### src/rtl/nn_accel_ctrl.sv
// Command front-end and operand sequencer for the 4x4 MAC array.
// Define NN_CTRL_IRQ_EN to build the completion interrupt and the CTRL/STATUS IE bit.
module nn_accel_ctrl #(
  parameter int ACC_LAT = 1,
  parameter int ITER_W  = 8
) (
  input  logic         clock,
  input  logic         reset,
  input  logic         cmd_valid,
  output logic         cmd_ready,
  input  logic         cmd_write,
  input  logic [4:0]   cmd_addr,
  input  logic [31:0]  cmd_wdata,
  output logic         rsp_valid,
  output logic [31:0]  rsp_rdata,
  output logic         busy,
  output logic         irq,
  output logic         acc_clear,
  output logic [127:0] acc_in_flat,
  output logic [511:0] acc_w_flat,
  input  logic [127:0] acc_out_flat
);

  localparam logic [4:0] ADDR_W_END  = 5'd20;
  localparam logic [4:0] ADDR_CTRL   = 5'd20;
  localparam logic [4:0] ADDR_STATUS = 5'd21;
  localparam logic [4:0] ADDR_ITER   = 5'd22;
  localparam int DRAIN_W = (ACC_LAT > 1) ? $clog2(ACC_LAT + 1) : 1;

  typedef enum logic [2:0] {
    IDLE,
    CLEAR,
    RUN,
    DRAIN,
    CAPTURE
  } state_t;

  state_t state, state_next;

  logic [31:0]        in_vec [4];
  logic [31:0]        w_mat  [16];
  logic [31:0]        res    [4];
  logic [ITER_W-1:0]  iter_reg;
  logic [ITER_W-1:0]  run_cnt;
  logic [DRAIN_W-1:0] drain_cnt;
  logic               done;
  logic               err;
  logic               ie;

  logic        wr_en, rd_en, ctrl_wr, start_req, clr_req, data_wr, start_go;
  logic [31:0] rd_mux;
  logic [31:0] rd_hold;
  logic        rd_pend;

  assign cmd_ready = 1'b1;
  assign wr_en     = cmd_valid & cmd_write;
  assign rd_en     = cmd_valid & ~cmd_write;
  assign ctrl_wr   = wr_en && (cmd_addr == ADDR_CTRL);
  assign start_req = ctrl_wr & cmd_wdata[0];
  assign clr_req   = ctrl_wr & cmd_wdata[1];
  assign data_wr   = wr_en && ((cmd_addr < ADDR_W_END) || (cmd_addr == ADDR_ITER));
  assign busy      = (state != IDLE);
  assign start_go  = start_req & ~busy;

  always_comb begin
    state_next = state;
    case (state)
      IDLE:    if (start_req) state_next = CLEAR;
      CLEAR: begin
        if (iter_reg != '0)  state_next = RUN;
        else if (ACC_LAT > 0) state_next = DRAIN;
        else                  state_next = CAPTURE;
      end
      RUN: begin
        if (run_cnt == ITER_W'(1)) state_next = (ACC_LAT > 0) ? DRAIN : CAPTURE;
      end
      DRAIN:   if (drain_cnt == DRAIN_W'(1)) state_next = CAPTURE;
      CAPTURE: state_next = IDLE;
      default: state_next = IDLE;
    endcase
  end

  // acc_clear is registered from the next state so it is high exactly for the CLEAR cycle.
  always_ff @(posedge clock or posedge reset) begin
    if (reset) begin
      state     <= IDLE;
      acc_clear <= 1'b0;
      run_cnt   <= '0;
      drain_cnt <= '0;
    end else begin
      state     <= state_next;
      acc_clear <= (state_next == CLEAR);
      if (state == CLEAR)    run_cnt <= iter_reg;
      else if (state == RUN) run_cnt <= run_cnt - ITER_W'(1);
      if ((state_next == DRAIN) && (state != DRAIN)) drain_cnt <= DRAIN_W'(ACC_LAT);
      else if (state == DRAIN)                       drain_cnt <= drain_cnt - DRAIN_W'(1);
    end
  end

  always_ff @(posedge clock or posedge reset) begin
    if (reset) begin
      for (int i = 0; i < 4; i++) begin
        in_vec[i] <= '0;
        res[i]    <= '0;
      end
      for (int i = 0; i < 16; i++) w_mat[i] <= '0;
      iter_reg <= ITER_W'(1);
      done     <= 1'b0;
      err      <= 1'b0;
    end else begin
      if (data_wr && !busy) begin
        if (cmd_addr < 5'd4)            in_vec[cmd_addr[1:0]] <= cmd_wdata;
        else if (cmd_addr < ADDR_W_END) w_mat[4'(cmd_addr - 5'd4)] <= cmd_wdata;
        else                            iter_reg <= cmd_wdata[ITER_W-1:0];
      end
      if (clr_req) begin
        done <= 1'b0;
        err  <= 1'b0;
      end
      if (start_go) done <= 1'b0;
      // A dropped command flags err even if the same CTRL write also asks to clear it.
      if (busy && (data_wr || start_req)) err <= 1'b1;
      if (state == CAPTURE) begin
        done <= 1'b1;
        for (int i = 0; i < 4; i++) res[i] <= acc_out_flat[32*i +: 32];
      end
    end
  end

`ifdef NN_CTRL_IRQ_EN
  always_ff @(posedge clock or posedge reset) begin
    if (reset) begin
      ie  <= 1'b0;
      irq <= 1'b0;
    end else begin
      if (ctrl_wr) ie <= cmd_wdata[2];
      irq <= done & ie;
    end
  end
`else
  assign ie  = 1'b0;
  assign irq = 1'b0;
`endif

  // Outside RUN the array sees zero operands so its accumulators hold.
  always_comb begin
    acc_in_flat = '0;
    acc_w_flat  = '0;
    if (state == RUN) begin
      for (int r = 0; r < 4; r++)  acc_in_flat[32*r +: 32] = in_vec[r];
      for (int i = 0; i < 16; i++) acc_w_flat[32*i +: 32]  = w_mat[i];
    end
  end

  always_comb begin
    rd_mux = '0;
    if (cmd_addr < 5'd4)                rd_mux = in_vec[cmd_addr[1:0]];
    else if (cmd_addr < ADDR_W_END)     rd_mux = w_mat[4'(cmd_addr - 5'd4)];
    else if (cmd_addr == ADDR_STATUS)   rd_mux = {28'b0, ie, err, done, busy};
    else if (cmd_addr == ADDR_ITER)     rd_mux = 32'(iter_reg);
    else if (cmd_addr[4:2] == 3'b110)   rd_mux = res[cmd_addr[1:0]];
  end

  // Read data is sampled on the accepting edge and presented one edge later.
  always_ff @(posedge clock or posedge reset) begin
    if (reset) begin
      rd_pend   <= 1'b0;
      rd_hold   <= '0;
      rsp_valid <= 1'b0;
      rsp_rdata <= '0;
    end else begin
      rd_pend   <= rd_en;
      rd_hold   <= rd_en ? rd_mux : '0;
      rsp_valid <= rd_pend;
      rsp_rdata <= rd_pend ? rd_hold : '0;
    end
  end

endmodule

### config.mk
export PLATFORM = sky130hd
export DESIGN_NAME = nn_accel_ctrl
export DESIGN_NICKNAME = d
export VERILOG_FILES = /design/src/rtl/nn_accel_ctrl.sv
export SDC_FILE = /design/constraint.sdc
export NUM_CORES = 2
export LEC_CHECK = 0
export ABC_AREA = 1
export BUFFER_PORTS_ARGS = -buffer_cell sky130_fd_sc_hd__buf_2
export CAP_MARGIN = 5
export CORE_MARGIN = 2
export CORE_UTILIZATION = 35
export CTS_CLUSTER_SIZE = 16
export DETAILED_ROUTE_END_ITERATION = 10
export PLACE_DENSITY = 0.61
export SYNTH_ARGS = -nofsm -noshare
export SYNTH_HDL_FRONTEND = slang
export SYNTH_SLANG_ARGS = --single-unit
export TNS_END_PERCENT = 20
### constraint.sdc
create_clock -name clock -period 60.5 [get_ports clock]
set_input_delay 3.025 -clock clock [delete_from_list [all_inputs] [get_ports clock]]
set_output_delay 3.025 -clock clock [all_outputs]
set_load 0.05 [all_outputs]
==> flow_summary.yaml <==
route:
  routedWlPerCell_um: 24.8
  drcViolationCount: 0
  vias: 45044
  drtIter0Drc: 5871
  viasPerCell: 5.33
  wl_mm: 210
  ant_nets: 0
  first_pass_iters: 7
pwr:
  pwr-share-clk_pct: 33.8
  p_leak_nw: 28.7
  switching_share_pct: 41.1
  powerDensity_mw_per_mm2: 35.2
  power.switching_mw: 0.766
  seqPwrFrac_pct: 35.7
  internal-power_mw: 1.10
  pwr-share-comb_pct: 30.5
  ir_drop_v: 0.0000285
synth:
  synth.distinct_cells: 37
  synth_common_cells: "1,826 x nand2_1, 1,012 x nor2_1, 856 x dfrtp_1, 720 x nand3_1, 713 x inv_1"
  yosys.area.top_type_share_pct: 48.4
  syn_avg_cell_area_um2: 7.17
  synth_async_sr_flop_share_pct: 100
  yosysWarnings: 0
  synthTopCellsByArea: "dfrtp_1 48%, nand2_1 16%, nor2_1 8.6%, nand3_1 8.1%, inv_1 6.1%"
  synth_area_mm2: 0.0442
  ys_ff_latch: 857
  yosysSeqAreaShare_pct: 48.5
  syn_nets: 6343
  synth-main-ff-cell: "dfrtp_1"
  synth_cells: 6168
  synth_edf_count: 0
  yosysTopAreaCell: "dfrtp_1"
  yosysMostFrequentCell: "nand2_1"
layout:
  multi_input_area_mm2: 0.0185
  final-seq-area_mm2: 0.0214
  drive_above_1_share_pct: 18.5
  area_growth_pct: 19.5
  nets: 6893
  reg_top3: "w_mat (512), in_vec (128), res (128)"
  regMostFlops: "w_mat"
  fillers: 13231
  final_cell_area_mm2: 0.0528
  largest_register_ffs: 512
setup_path:
  crit_path_end_kind: "flip-flop"
  cp.arrival_ns: 9.78
  cp_max_fo: 104
  critPathKind: "in2reg"
  crit_required_ns: 61.05
  start_kind: "input pin"
global_routing:
  busiest_layer: "met2"
  use_met2_pct: 47.4
  grt_usage_pct: 31.4
  grt_pass1_wl_mm: 300
  grt_max_degree: 230
  grt_pass1_vias: 42675
  grt_antenna_before_repair: 12
  grt_overflow: 0
  grtUsageMet3_pct: 6.63
  grt_util_met1_pct: 43.3
floorplanning:
  die-area_mm2: 0.129
  row_count: 130
  core_mm2: 0.126
  die_y_um: 359
  start_util_pct: 35.2
  io_pins: 846
  die_x_um: 359
timing:
  max_slew_margin_pct: 22.7
  period_share_pct: 15.3
  drv_slew: 0
  finalSetupTns_ns: 0
  rsz0062_at_grt: "no"
  skew_ns: 0.0426
  finalHoldViolations: 0
  worstMarginPinSlew_ns: 1.16
  setup_violations: 0
  hold_slack_ns: 0.432
  fmax_ghz: 0.108
  fin_crit_ns: 9.23
cts:
  clk_path_buf_depth: 3
  cts-hold-fix-buffers: 0
  ctsHtreeMaxLevel: 3
  clock_sinks: 857
  cts_setup_buffers: 0
  clk_pin_slew_worst_paths_ns: 0.06
  cts_tree: "done"
  ctsResizeCount: 0
  cts_root_buffer: "clkbuf_16"
  numCtsBuffers: 98
  clk_latency_ns: 0.70
placement:
  dpl_cell_area_mm2: 0.0494
  port_buffers: 843
  hpwl_mm: 146
  place.gp.congestion: 0.920
run:
  maxCapViolCount: 0
run_status:
  status: "complete, no violations"
min_path:
  hold_path.class: "reg2reg"
==> placed cells by master, fill, tap and decap left out, types with 4 or more instances in the layout <==
| cell type | n |
|---|---|
| nand2_2 | 12 |
| clkbuf_16 | 98 |
| nand3_1 | 719 |
| clkbuf_8 | 24 |
| nand4_1 | 31 |
| inv_1 | 710 |
| bufinv_16 | 7 |
| clkinv_16 | 4 |
| buf_4 | 68 |
| ha_1 | 5 |
| o221ai_1 | 4 |
| clkinvlp_4 | 8 |
| dfrtp_1 | 855 |
| a21oi_1 | 168 |
| diode_2 | 7 |
| o2111ai_1 | 13 |
| nand2_1 | 1811 |
| clkbuf_1 | 18 |
| a22oi_1 | 33 |
| nand2_4 | 4 |
| nor2_1 | 990 |
| clkinv_2 | 20 |
| buf_2 | 841 |
| o21ai_0 | 161 |
| mux2_2 | 128 |
| nor2_4 | 24 |
==> stage by stage <==
| stage | instances | setup slack (ns) | utilization (%) | total power [mW] |
|---|---|---|---|---|
| final | 8456 | 51.27 | 42.1 | 1.86 |
| after CTS | 8449 | 51.55 | 42.1 | 1.86 |
| after global routing | 8453 | 51.03 | 42.1 | 1.93 |
| after global placement | 8268 | 50.88 | 39.4 | 1.23 |
| after floorplan | 6168 | 33.40 | - | 1.06 |
| after detailed placement | 8268 | 50.84 | 39.4 | 1.24 |
==> layer usage <==
layer | wire [um] | vias to the layer above | share of wire (%)
met5 | 28 | - | 0.013
met4 | 10500 | 4 | 5.0
met2 | 91300 | 2725 | 43
met1 | 87100 | 21846 | 42
met3 | 20900 | 459 | 9.9
li1 | - | 20010 | -
==> power by group through the flow <==
stage | Clock (mW) | Sequential, mW | Combinational (mW)
5_1_grt | 0.658 | 0.670 | 0.601
4_1_cts | 0.635 | 0.663 | 0.566
3_3_place_gp | 0 | 0.672 | 0.560
2_1_floorplan | 0 | 0.665 | 0.392
6_report | 0.630 | 0.665 | 0.568
3_5_place_dp | 0 | 0.673 | 0.565
==> path summary, 6_finish.rpt <==
kind / from / to / slack [ns] / cells past startpoint
min reg2reg: rd_hold[0] / rsp_rdata[0] / 0.43 / 2
min: rd_hold[0] / rsp_rdata[0] / 0.43 / 2
max: cmd_addr[2] / w_mat[168] / 51.27 / 13
min in group asynchronous: reset / in_vec[28] / 2.46 / 2
max reg2reg: state[1] / w_mat[168] / 54.88 / 8
max in group asynchronous: reset / w_mat[291] / 52.99 / 7
==> logic make-up (layout without fill, tap and decap cells) <==
family / after synthesis / after routing / share of synthesized area (%)
adder cells (fa/ha/maj): 6 / 6 / 0.170
multiplexers: 128 / 128 / 3.26
AO/OA/AOI/OAI: 390 / 390 / 4.80
flip-flops: 857 / 857 / 48.5
other: 2 / 9 / 0.0170
AND/OR/NAND/NOR: 3603 / 3603 / 32.9
buffers and inverters: 1179 / 1810 / 10.3
XOR/XNOR: 3 / 3 / 0.0594
==> final cells by class <==
class / instances / area share, %
Tap cell: 1650 / 3.91
Inverter: 718 / 5.12
Antenna cell: 7 / 0.0331
Sequential cell: 857 / 40.6
Multi-Input combinational cell: 4132 / 35.0
Clock inverter: 41 / 0.997
Clock buffer: 140 / 5.39
Timing Repair Buffer: 911 / 9.01
==> critical path: stages <==
cell	delay, ns
buf_4	0.52
nor2_1	0.20
inv_1	0.17
nor2_4	0.04
buf_4	0.29
nor2_2	0.84
and3_4	0.72
buf_4	0.79
buf_4	0.71
buf_4	0.98
nand2_2	0.84
nand2_1	0.25
nand2_1	0.07
No activity file was read; power rests on OpenSTA's default activity.
